$ cat src/rtl/vending_machine_change_if.sv
// rtl/vending_machine_change_if.sv - coin strobes and vend/change outputs of the vending machine
interface vending_machine_change_if #(
  parameter int CNT_W = 4
);
  logic             piHalf;
  logic             piOne;
  logic             piCancel;
  logic             OCola;
  logic             OChangeOne;
  logic             OChangeHalf;
  logic             OReject;
  logic             OBusy;
  logic [CNT_W-1:0] OCredit;

  modport master (
    output piHalf, piOne, piCancel,
    input  OCola, OChangeOne, OChangeHalf, OReject, OBusy, OCredit
  );

  modport slave (
    input  piHalf, piOne, piCancel,
    output OCola, OChangeOne, OChangeHalf, OReject, OBusy, OCredit
  );
endinterface

$ cat src/rtl/vending_machine_change.sv
// rtl/vending_machine_change.sv - parametrised vending FSM with change return, cancel and coin reject
module vending_machine_change #(
  parameter int PRICE = 5,
  parameter int CNT_W = 4
) (
  input  logic                  sys_clk,
  input  logic                  sysRst,
  vending_machine_change_if.slave bus
);

  typedef enum logic {IDLE, CHANGE} state_t;

  localparam logic [CNT_W-1:0] LP_PRICE = CNT_W'(PRICE);
  localparam logic [CNT_W-1:0] LP_TWO   = CNT_W'(2);
  localparam logic [CNT_W-1:0] LP_ZERO  = '0;

  state_t           r_state;
  state_t           w_state_nxt;
  logic [CNT_W-1:0] r_credit;
  logic [CNT_W-1:0] r_change;
  logic [CNT_W-1:0] w_credit_nxt;
  logic [CNT_W-1:0] w_change_nxt;
  logic [CNT_W-1:0] w_coin;
  logic [CNT_W-1:0] w_sum;
  logic             r_cola;
  logic             r_one;
  logic             r_half;
  logic             r_reject;
  logic             r_busy;
  logic             w_cola_nxt;
  logic             w_one_nxt;
  logic             w_half_nxt;
  logic             w_reject_nxt;
  logic             w_busy_nxt;

  // Coin value in half-units; both strobes together are worth 3.
  assign w_coin = CNT_W'({bus.piOne, bus.piHalf});
  assign w_sum  = r_credit + w_coin;

  // Next-state and next-output decode; every pulse defaults low.
  always_comb begin
    w_state_nxt  = r_state;
    w_credit_nxt = r_credit;
    w_change_nxt = r_change;
    w_cola_nxt   = 1'b0;
    w_one_nxt    = 1'b0;
    w_half_nxt   = 1'b0;
    w_reject_nxt = 1'b0;
    case (r_state)
      IDLE: begin
        if (bus.piCancel) begin
          // Cancel wins over a vend: everything inserted goes back.
          w_credit_nxt = LP_ZERO;
          w_change_nxt = w_sum;
          if (w_sum != LP_ZERO) w_state_nxt = CHANGE;
        end else if (w_sum >= LP_PRICE) begin
          w_cola_nxt   = 1'b1;
          w_credit_nxt = LP_ZERO;
          w_change_nxt = w_sum - LP_PRICE;
          if (w_sum != LP_PRICE) w_state_nxt = CHANGE;
        end else begin
          w_credit_nxt = w_sum;
        end
      end
      CHANGE: begin
        // Coins cannot be accepted while paying out; cancel is ignored here.
        w_reject_nxt = bus.piHalf | bus.piOne;
        if (r_change >= LP_TWO) begin
          w_one_nxt    = 1'b1;
          w_change_nxt = r_change - LP_TWO;
          if (r_change == LP_TWO) w_state_nxt = IDLE;
        end else begin
          w_half_nxt   = (r_change != LP_ZERO);
          w_change_nxt = LP_ZERO;
          w_state_nxt  = IDLE;
        end
      end
      default: w_state_nxt = IDLE;
    endcase
    w_busy_nxt = (w_state_nxt == CHANGE);
  end

  // State, counters and registered outputs; reset discards any pending change.
  always_ff @(posedge sys_clk) begin
    if (sysRst) begin
      r_state  <= IDLE;
      r_credit <= LP_ZERO;
      r_change <= LP_ZERO;
      r_cola   <= 1'b0;
      r_one    <= 1'b0;
      r_half   <= 1'b0;
      r_reject <= 1'b0;
      r_busy   <= 1'b0;
    end else begin
      r_state  <= w_state_nxt;
      r_credit <= w_credit_nxt;
      r_change <= w_change_nxt;
      r_cola   <= w_cola_nxt;
      r_one    <= w_one_nxt;
      r_half   <= w_half_nxt;
      r_reject <= w_reject_nxt;
      r_busy   <= w_busy_nxt;
    end
  end

  assign bus.OCola       = r_cola;
  assign bus.OChangeOne  = r_one;
  assign bus.OChangeHalf = r_half;
  assign bus.OReject     = r_reject;
  assign bus.OBusy       = r_busy;
  assign bus.OCredit     = r_credit;

endmodule

$ cat src/flat_wrapper.sv
// flat-port wrapper written by rule: the top's interface ports become plain ports
module vending_machine_change_flat 
#(
  parameter int PRICE = 5,
  parameter int CNT_W = 4
)
  (sys_clk, sysRst, bus_piHalf, bus_piOne, bus_piCancel, bus_OCola, bus_OChangeOne, bus_OChangeHalf, bus_OReject, bus_OBusy, bus_OCredit);
  vending_machine_change_if #(.CNT_W(CNT_W)) bus_i ();
  input  logic sys_clk;
  input  logic sysRst;
  input wire logic [$bits(bus_i.piHalf)-1:0] bus_piHalf;
  input wire logic [$bits(bus_i.piOne)-1:0] bus_piOne;
  input wire logic [$bits(bus_i.piCancel)-1:0] bus_piCancel;
  output wire logic [$bits(bus_i.OCola)-1:0] bus_OCola;
  output wire logic [$bits(bus_i.OChangeOne)-1:0] bus_OChangeOne;
  output wire logic [$bits(bus_i.OChangeHalf)-1:0] bus_OChangeHalf;
  output wire logic [$bits(bus_i.OReject)-1:0] bus_OReject;
  output wire logic [$bits(bus_i.OBusy)-1:0] bus_OBusy;
  output wire logic [$bits(bus_i.OCredit)-1:0] bus_OCredit;
  assign bus_i.piHalf = bus_piHalf;
  assign bus_i.piOne = bus_piOne;
  assign bus_i.piCancel = bus_piCancel;
  assign bus_OCola = bus_i.OCola;
  assign bus_OChangeOne = bus_i.OChangeOne;
  assign bus_OChangeHalf = bus_i.OChangeHalf;
  assign bus_OReject = bus_i.OReject;
  assign bus_OBusy = bus_i.OBusy;
  assign bus_OCredit = bus_i.OCredit;
  vending_machine_change #(.PRICE(PRICE), .CNT_W(CNT_W)) u_core (.sys_clk(sys_clk), .sysRst(sysRst), .bus(bus_i));
endmodule
$ cat config.mk
export PLATFORM = sky130hd
export DESIGN_NAME = vending_machine_change_flat
export DESIGN_NICKNAME = d
export VERILOG_FILES = /design/src/rtl/vending_machine_change_if.sv /design/src/rtl/vending_machine_change.sv /design/src/flat_wrapper.sv
export SDC_FILE = /design/constraint.sdc
export NUM_CORES = 1
export LEC_CHECK = 0
export CAP_MARGIN = 0
export CORE_UTILIZATION = 45
export CTS_CLUSTER_DIAMETER = 40
export DETAILED_ROUTE_END_ITERATION = 6
export PLACE_DENSITY = 0.71
export SETUP_SLACK_MARGIN = 0.05
export SYNTH_ARGS = -nofsm -noshare
export SYNTH_HDL_FRONTEND = slang
export SYNTH_SLANG_ARGS = --single-unit
$ cat constraint.sdc
create_clock -name sys_clk -period 5.6 [get_ports sys_clk]
set_input_delay 1.12 -clock sys_clk [delete_from_list [all_inputs] [get_ports sys_clk]]
set_output_delay 1.12 -clock sys_clk [all_outputs]
set_load 0.02 [all_outputs]
Word-level counts from Yosys, hierarchy flattened
Index checks and enable logic that the tools add are counted.
Widths: inputs -> output; s select.
{"block": "classes", "n_eq_ne": 3, "n_lt_le_gt_ge": 2, "n_mux": 15, "bitwise_logic": 2, "add_sub_neg": 3, "reduce_logical": 5}
{"cell": "$mux 4", "n": 5}
{"cell": "$mux 1", "n": 8}
{"cell": "$pmux 4 s2", "n": 1}
{"cell": "$reduce_bool 4->1", "n": 2}
{"cell": "$reduce_or 3->1", "n": 2}
{"cell": "$add 4x2->4", "n": 1}
{"cell": "$eq 4x2->1 const B", "n": 1}
{"cell": "$ge 4x2->1 const B", "n": 1}
{"cell": "$ge 4x3->1 const B", "n": 1}
{"cell": "$ne 4x3->1 const B", "n": 1}
{"cell": "$sub 4x2->4 const B", "n": 1}
{"cell": "$sub 4x3->4 const B", "n": 1}
{"cell": "$ne 3x2->1 const B", "n": 1}
{"cell": "$pmux 1 s2", "n": 1}
{"cell": "$reduce_or 2->1", "n": 1}
{"cell": "$not 1->1", "n": 1}
{"cell": "$or 1x1->1", "n": 1}
{"block": "totals", "regBits": 13, "output_inout_bits": 9, "elab_cells": 37, "inputBits": 5}

Depth between registers and ports, before layout
Gate-level depths: netlist of the first run.
{"block": "logic_depth", "depth_word": 6, "mapped_depth": 10, "depth_no_buf": 9}

Least setup slack after synthesis of the first run
Ideal clock, no wire load.
{"block": "synth_path", "kind": "in2reg", "from": "in bus_piHalf", "to": "reg u_core.r_change[1]", "slack_ns": 2.352, "setup_ns": 0.079, "path_buffers": 1, "t_required_ns": 5.521, "arrival_time_ns": 3.168, "path_stages": 10, "cell_sequence": "ha_1 fa_1 inv_1 ha_1 nand2b_1 a222oi_1 nor3b_2 buf_4 nor2_1 a211oi_2"}
{"block": "synth_between", "elab_chain_cells": 5, "elab_cells_between_ends": 7, "cone_classes": "add/sub: 2; order compare: 1; eq/ne: 1; mux: 3"}
{"item": "start: declaration", "line_no": "flat_wrapper.sv:11", "text": "input wire logic [$bits(bus_i.piHalf)-1:0] bus_piHalf;"}
{"item": "$add 4x2->4 (*)", "line_no": "vending_machine_change.sv:38", "text": "assign w_sum = r_credit + w_coin;"}
{"item": "$sub 4x3->4", "line_no": "vending_machine_change.sv:59", "text": "w_change_nxt = w_sum - LP_PRICE;"}
{"item": "$mux 4", "line_no": "vending_machine_change.sv:56", "text": "end else if (w_sum >= LP_PRICE) begin"}
{"item": "$mux 4", "line_no": "vending_machine_change.sv:51", "text": "if (bus.piCancel) begin"}
{"item": "$pmux 4 s2", "line_no": "vending_machine_change.sv:49", "text": "case (r_state)"}
{"item": "end signal: assignment", "line_no": "vending_machine_change.sv:97", "text": "r_change <= w_change_nxt;"}
{"item": "end: declaration", "line_no": "vending_machine_change.sv:20", "text": "logic [CNT_W-1:0] r_change;"}
Every way passes the cells marked *; elsewhere a longest branch is shown, timed or not. The select of a mux whose other input is x is not followed.
A chain may end at the register's enable or synchronous reset.

Worst setup path after layout of the first run
Same ends and word-level chain as after synthesis.

==> results of run 1 <==
## sequential cells by signal, indices dropped and copies added, names as in the netlist
register,flops
u_core.r_state,1
u_core.bus.OCola,1
u_core.bus.OReject,1
u_core.r_change,4
u_core.bus.OChangeOne,1
u_core.bus.OChangeHalf,1
u_core.bus.OCredit,4
## metrics by stage
stage,std cells,util [%]
finish,111,58.5
global placement,107,56.7
global route,111,58.5
CTS,111,58.5
detailed placement,107,56.7
floorplan,82,-
## how the worst max path moves through the flow
| stage | startpoint | endpoint | slack, ns |
|---|---|---|---|
| floorplan | bus_piHalf | u_core.r_change[1] | 2.35 |
| global placement | bus_piHalf | u_core.r_change[2] | 1.45 |
| detailed placement | bus_piHalf | u_core.r_change[1] | 1.38 |
| CTS | bus_piHalf | u_core.r_change[1] | 1.67 |
| global route | bus_piHalf | u_core.r_change[1] | 1.43 |
| finish | bus_piHalf | u_core.r_change[1] | 1.67 |
## worst reg2reg max path: cells and delay by family, from the launching register on
kind / cells / cell delay, ns
buffers and inverters: 1 / 0.08
DFF: 1 / 0.34
AOI/OAI and AO/OA: 2 / 0.57
adders and majority gates: 3 / 1.00
and+or+nand+nor: 3 / 0.94
## cell families (layout without fill, tap and decap cells)
group	Yosys count	after routing	share of synthesized area (%)
AO/OA/AOI/OAI	24	24	23.5
adder cells (fa/ha/maj)	6	6	11.2
XOR/XNOR	4	4	4.77
flip-flops	13	13	35.4
buffers and inverters	9	22	5.28
AND/OR/NAND/NOR	26	26	19.8
## Yosys cell counts
master    count
nor4_1        1
ha_1          5
a21o_1        1
xor2_1        3
and2b_1       1
dfxtp_1      13
a21oi_1       6
o32a_1        1
buf_2         1
nand2_1       1
nor3_1        1
nand3_1       1
a31o_2        1
or3_1         1
nor2b_1       4
nor3b_2       1
xnor2_1       1
o21ai_0       1
a222oi_1      1
a22oi_1       3
fa_1          1
a21boi_1      1
o31ai_1       1
nor2_1        8
o21a_1        1
clkbuf_1      2
and3_1        1
o32ai_1       1
o21ai_1       2
inv_1         5
or2_2         1
and2_1        1
o22ai_1       2
nand2b_1      4
buf_4         1
a211oi_2      2
## placed cells by master, fill, tap and decap left out, types with 2 or more instances in the layout
cell             Yosys  layout
clkdlybuf4s50_1      0      13
dfxtp_1             13      13
nor2_1               8       8
a21oi_1              6       6
inv_1                5       5
ha_1                 5       5
nand2b_1             4       4
nor2b_1              4       4
xor2_1               3       3
a22oi_1              3       3
clkbuf_4             0       3
o21ai_1              2       2
o22ai_1              2       2
a211oi_2             2       2
## power by group through the flow
| stage | Combinational, uW | Sequential (uW) | Clock [uW] |
|---|---|---|---|
| final | 79.6 | 112 | 59.5 |
| after global routing | 88.7 | 113 | 62.9 |
| after CTS | 79.1 | 112 | 60.9 |
| after detailed placement | 78.9 | 114 | 0 |
| after global placement | 77.0 | 114 | 0 |
| after floorplan | 57.1 | 115 | 0 |
## final cells by class
type                            instances  area (um^2)  area share [%]
Multi-Input combinational cell         60          435            48.9
Sequential cell                        13          260            29.2
Timing Repair Buffer                   13          130            14.6
Clock buffer                            4         26.3            2.95
Tap cell                               16         20.0            2.25
Inverter                                5         18.8            2.11
## per-layer routing
layer | wire length [um] | part of all wire, % | vias to the layer above
met5 | 0 | 0 | -
met4 | 26 | 1.8 | 0
met1 | 709 | 49 | 280
li1 | - | - | 317
met2 | 662 | 46 | 18
met3 | 42 | 2.9 | 5
==> insert_results.sql, run 1 <==
INSERT INTO impl_metrics (metric_group, metric, value, unit) VALUES
('power', 'internal_power', '167', 'uW'),
('cells_and_area', 'drive_gt1_share', '8.42', '%'),
('floorplanning', 'floorplan.die.width', '42.4', 'um'),
('cells_and_area', 'antenna_cells', '0', ''),
('worst_setup_path', 'timing.critical_path.slowest_cell_delay', '0.66', 'ns'),
('yosys', 'ys.warnings.count', '0', ''),
('clocking', 'cts_post_setup_buffers_inserted', '0', ''),
('clocking', 'cts_hold_buf', '0', ''),
('worst_hold_path', 'min_delay_worst_endpoint', 'u_core.bus.OChangeHalf', ''),
('global_routing', 'total_routing_resource_utilization_after_global_routing', '18.4', '%'),
('clocking', 'cts_max_path_buffers', '2', ''),
('worst_setup_path', 'r2r-end', 'u_core.r_change[1]', ''),
('timing', 'timing.setup.tns', '0', 'ns'),
('global_routing', 'top_usage_layer', 'met2', ''),
('worst_setup_path', 'worstSetupPathType', 'input pin to flip-flop', ''),
('yosys', 'syn_area', '734', 'um^2'),
('worst_hold_path', 'min_path_type', 'flip-flop to flip-flop', ''),
('run_status', 'outcome', 'complete, no violations', ''),
('clocking', 'cts.root.buffer_cell', 'clkbuf_4', ''),
('timing', 'slew_viol_final', '0', ''),
('cells_and_area', 'area_growth_syn_to_layout', '21.3', '%'),
('yosys', 'synth.ff_latch_count', '13', ''),
('timing', 'headroom_to_the_max_slew_limit', '53.1', '%'),
('timing', 'layout_min_cycle_time', '3.93', 'ns'),
('drt', 'drt_first_pass_iters', '5', ''),
('worst_setup_path', 'startpoint_of_the_most_critical_register_to_register_path', 'u_core.bus.OCredit[0]', ''),
('clocking', 'clock_sinks', '13', ''),
('power', 'power.switching', '84.2', 'uW'),
('global_routing', 'first_global_vias', '555', ''),
('drt', 'vias', '620', ''),
('worst_setup_path', 'regToRegSetupSlack', '2.59', 'ns'),
('worst_setup_path', 'worstPathArrival', '4.13', 'ns'),
('worst_setup_path', 'cpLargestDelayFamily', 'adder cells', ''),
('worst_setup_path', 'worstSetupPathDepth', '10', ''),
('power', 'power_density', '282', 'nW/um^2'),
('cells_and_area', 'filler_instances', '131', ''),
('floorplanning', 'die_h', '42.4', 'um'),
('global_routing', 'grt_overflow_total', '0', ''),
('cells_and_area', 'postLayoutCellArea', '891', 'um^2'),
('worst_setup_path', 'cpMaxStageDelayCell', 'nor3b_2', ''),
('timing', 'fin_worst_skew', '0.00735', 'ns'),
('worst_setup_path', 'r2r.worst_path.cells', '9', ''),
('global_routing', 'grt_max_degree', '16', ''),
('floorplanning', 'core_area', '1520', 'um^2'),
('clocking', 'clock_tree_from_tritoncts', 'built', ''),
('worst_setup_path', 'path_cells', 'clkdlybuf4s50_1 -> ha_1 -> fa_1 -> inv_1 -> ha_1 -> nand2b_1 -> a222oi_1 -> nor3b_2 -> nor2_1 -> a211oi_2', ''),
('global_routing', 'grt_antenna_before_repair', '0', ''),
('global_routing', 'met1_track_demand_over_resource_in_global_routing', '25.7', '%'),
('global_routing', 'grt_first_pass_wirelength', '2460', 'um'),
('power', 'power_frac_comb', '31.7', '%'),
('worst_setup_path', 'crit_fanout', '11', ''),
('yosys', 'post_synth_inst_count', '82', ''),
('floorplanning', 'die_area', '1800', 'um^2'),
('clocking', 'clock_insertion_delay_worst_skew', '0.28', 'ns'),
('clocking', 'cts_resized', '0', ''),
('placement', 'port-buffer-count', '13', ''),
('floorplanning', 'start_util', '48.2', '%'),
('yosys', 'synth_top_area_share', '35.4', '%'),
('drt', 'post_drt_wl_per_cell', '13.0', 'um'),
('timing', 'worst_pin_slew', '0.700', 'ns'),
('clocking', 'cts_inserted_buffers', '3', ''),
('timing', 'finalHoldViolCount', '0', ''),
('power', 'sw_frac_of_total', '33.6', '%'),
('worst_hold_path', 'hp-start', 'u_core.r_change[0]', ''),
('global_routing', 'grtUsageMet3', '2.59', '%'),
('power', 'power', '251', 'uW'),
('timing', 'max_freq', '254', 'MHz'),
('worst_setup_path', 'crit_path_end_kind', 'flip-flop', ''),
('worst_hold_path', 'holdPathStages', '1', ''),
('placement', 'gp_congestion', '0.804', ''),
('drt', 'detail_route.drc_violations', '0', '');
(Power assumes the default switching activity.)
==> run 2: changes to the inputs <==
--- a/config.mk
+++ b/config.mk
@@ -6,10 +6,10 @@
 export NUM_CORES = 1
 export LEC_CHECK = 0
 export CAP_MARGIN = 0
-export CORE_UTILIZATION = 45
+export CORE_UTILIZATION = 44
 export CTS_CLUSTER_DIAMETER = 40
 export DETAILED_ROUTE_END_ITERATION = 6
-export PLACE_DENSITY = 0.71
+export PLACE_DENSITY = 0.72
 export SETUP_SLACK_MARGIN = 0.05
 export SYNTH_ARGS = -nofsm -noshare
 export SYNTH_HDL_FRONTEND = slang
==> constraint.sdc (replaced) <==
create_clock -name sys_clk -period 3.5 [get_ports sys_clk]
set_input_delay 0.7 -clock sys_clk [delete_from_list [all_inputs] [get_ports sys_clk]]
set_output_delay 0.7 -clock sys_clk [all_outputs]
set_load 0.02 [all_outputs]
==> insert_results.sql, run 2 (synthesized netlist as in run 1, its figures left out) <==
INSERT INTO impl_metrics (metric_group, metric, value, unit) VALUES
('run_status', 'outcome', 'complete, no violations', ''),
('placement', 'post-place-ws', '0.0452', 'ns'),
('worst_setup_path', 'startpoint_of_the_worst_setup_timing_path', 'bus_piHalf', ''),
('cells_and_area', 'layout.area.seq', '260', 'um^2'),
('worst_setup_path', 'worstSetupPathType', 'input pin to flip-flop', ''),
('clocking', 'cts_max_path_buffers', '2', ''),
('drt', 'routed_wirelength', '1460', 'um'),
('clocking', 'clock_sinks', '13', ''),
('global_routing', 'met2_usage', '27.3', '%'),
('worst_setup_path', 'r2r-end', 'u_core.r_change[2]', ''),
('global_routing', 'grt_max_degree', '16', ''),
('clocking', 'cts.htree.levels', '1', ''),
('timing', 'setup_viol', '0', ''),
('placement', 'post-dp-hpwl', '1070', 'um'),
('power', 'leakagePower', '0.000380', 'uW'),
('global_routing', 'grt_overflow_total', '0', ''),
('floorplanning', 'die_area', '1840', 'um^2'),
('worst_setup_path', 'cp_data_required_time', '3.70', 'ns'),
('worst_setup_path', 'r2r.worst_path.cells', '10', ''),
('worst_setup_path', 'startpoint_of_the_most_critical_register_to_register_path', 'u_core.bus.OCredit[0]', ''),
('worst_setup_path', 'timing.critical_path.slowest_cell_delay', '0.54', 'ns'),
('floorplanning', 'floorplan.die.width', '42.9', 'um'),
('clocking', 'cts_hold_buf', '0', ''),
('power', 'power_density', '445', 'nW/um^2'),
('worst_setup_path', 'crit_fanout', '8', ''),
('floorplanning', 'num_rows', '14', ''),
('global_routing', 'total_routing_resource_utilization_after_global_routing', '19.1', '%'),
('drt', 'vias', '630', ''),
('clocking', 'clock_tree_from_tritoncts', 'built', ''),
('timing', 'layout_setup_ws', '0.316', 'ns'),
('worst_hold_path', 'min_path_type', 'flip-flop to flip-flop', ''),
('worst_setup_path', 'worstPathArrival', '3.38', 'ns'),
('global_routing', 'first_global_vias', '585', ''),
('global_routing', 'grt_antenna_before_repair', '0', ''),
('drt', 'vias_per_cell', '5.53', ''),
('clocking', 'cts_resized', '0', ''),
('global_routing', 'top_usage_layer', 'met2', ''),
('placement', 'gp_congestion', '0.821', ''),
('timing', 'headroom_to_the_max_slew_limit', '64.9', '%'),
('timing', 'layout_min_cycle_time', '3.18', 'ns'),
('global_routing', 'met1_track_demand_over_resource_in_global_routing', '27.0', '%'),
('global_routing', 'grtUsageMet3', '3.83', '%'),
('drt', 'detail_route.drc_violations', '0', ''),
('power', 'ir_worst_vdd', '0.000181', 'V'),
('floorplanning', 'start_util', '48.2', '%'),
('cells_and_area', 'most_used_cells_in_the_layout_excluding_fill_and_tap_cells', 'clkdlybuf4s50_1 (13), dfxtp_1 (13), nor2_1 (8)', ''),
('cells_and_area', 'finished_core_util', '59.9', '%'),
('timing', 'finalHoldViolCount', '0', ''),
('clocking', 'clkTransAtPathRegs', '0.08', 'ns'),
('timing', 'worst_pin_slew', '0.525', 'ns'),
('worst_setup_path', 'crit_end', 'u_core.r_change[2]', ''),
('timing', 'max_freq', '314', 'MHz'),
('placement', 'placedCellCount', '110', ''),
('timing', 'layout_worst_path_cycle_share', '91.0', '%'),
('drt', 'drt_first_pass_iters', '4', ''),
('timing', 'rsz_0062_raised_after_global_routing', 'no', ''),
('cells_and_area', 'filler_instances', '137', ''),
('clocking', 'cts_inserted_buffers', '3', ''),
('global_routing', 'grt_first_pass_wirelength', '2570', 'um'),
('drt', 'drtAntennaViolNets', '0', ''),
('cells_and_area', 'area_growth_syn_to_layout', '24.4', '%'),
('worst_setup_path', 'cpMaxStageDelayCell', 'fa_1', ''),
('cells_and_area', 'multi_input_area', '435', 'um^2'),
('clocking', 'cts.root.buffer_cell', 'clkbuf_4', ''),
('worst_setup_path', 'crit_path_end_kind', 'flip-flop', ''),
('cells_and_area', 'antenna_cells', '0', ''),
('timing', 'slew_viol_final', '0', ''),
('drt', 'detail_route.iter0.violations', '24', ''),
('job', 'max_cap_violations', '0', ''),
('cells_and_area', 'drive_gt1_share', '11.2', '%'),
('clocking', 'cts_post_setup_buffers_inserted', '0', ''),
('worst_setup_path', 'critical_path_source_type', 'input pin', ''),
('floorplanning', 'die_h', '42.9', 'um'),
('drt', 'post_drt_wl_per_cell', '12.8', 'um'),
('timing', 'fin_worst_skew', '0.00103', 'ns'),
('placement', 'port-buffer-count', '13', ''),
('clocking', 'clock_insertion_delay_worst_skew', '0.28', 'ns'),
('worst_setup_path', 'worst_path_most_repeated_cell', 'ha_1', ''),
('cells_and_area', 'num-nets-final', '110', ''),
('floorplanning', 'core_area', '1520', 'um^2'),
('worst_setup_path', 'path_cells', 'clkdlybuf4s50_1 -> ha_1 -> fa_1 -> inv_1 -> ha_1 -> nand2b_1 -> a222oi_1 -> nor3b_2 -> buf_4 -> nor2_1 -> a211oi_2', ''),
('timing', 'timing.setup.tns', '0', 'ns'),
('power', 'power', '406', 'uW'),
('floorplanning', 'pin_count', '14', ''),
('cells_and_area', 'instances_no_fill', '114', ''),
('worst_setup_path', 'regToRegSetupSlack', '0.84', 'ns');
## run 2: area by class of cell
| cell class | count | share of cell area (%) |
|---|---|---|
| Timing Repair Buffer | 16 | 16.7 |
| Tap cell | 16 | 2.19 |
| Inverter | 5 | 2.05 |
| Clock buffer | 4 | 2.88 |
| Sequential cell | 13 | 28.5 |
| Multi-Input combinational cell | 60 | 47.7 |
## run 2: per-layer routing
layer  routed length [um]  vias up
met5                    0        -
met3                   42        4
met2                  657       10
li1                     -      325
met1                  739      291
met4                   21        0
## run 2: how the worst min path moves through the flow
stage,from,endpoint,slack [ns],cells after the start
CTS,u_core.r_change[0],u_core.bus.OChangeHalf,0.50,1
floorplan,u_core.r_change[0],u_core.r_change[0],0.47,2
global placement,u_core.r_change[0],u_core.bus.OChangeHalf,0.49,1
detailed placement,u_core.r_change[0],u_core.bus.OChangeHalf,0.48,1
finish,u_core.r_change[0],u_core.bus.OChangeHalf,0.50,1
global route,u_core.r_change[0],u_core.bus.OChangeHalf,0.52,1
## run 2: report_power, final
group	switching [uW]	internal, uW
clock	51.0	44.2
sequential	16.9	162
combinational	66.5	65.5
## run 2: metrics by stage
step / area, um^2 / hold slack [ns]
floorplan: 734 / 0.467
detailed placement: 887 / 0.484
finish: 913 / 0.499
global placement: 887 / 0.486
CTS: 913 / 0.496
global route: 913 / 0.519
## run 2: critical path: cells and delay by family
kind | cells | cell delay [ns]
adders and majority gates | 3 | 0.97
buffers and inverters | 3 | 0.69
AOI/OAI and AO/OA | 2 | 0.54
and+or+nand+nor | 3 | 0.46
==> run 3: changes to the inputs <==
--- a/config.mk
+++ b/config.mk
@@ -11,6 +11,8 @@
 export DETAILED_ROUTE_END_ITERATION = 6
 export PLACE_DENSITY = 0.72
 export SETUP_SLACK_MARGIN = 0.05
+export SLEW_MARGIN = 5
 export SYNTH_ARGS = -nofsm -noshare
 export SYNTH_HDL_FRONTEND = slang
 export SYNTH_SLANG_ARGS = --single-unit
+export TNS_END_PERCENT = 30
==> results of run 3 <==
The final DEF is identical to that of run 2; final timing and power are the same.
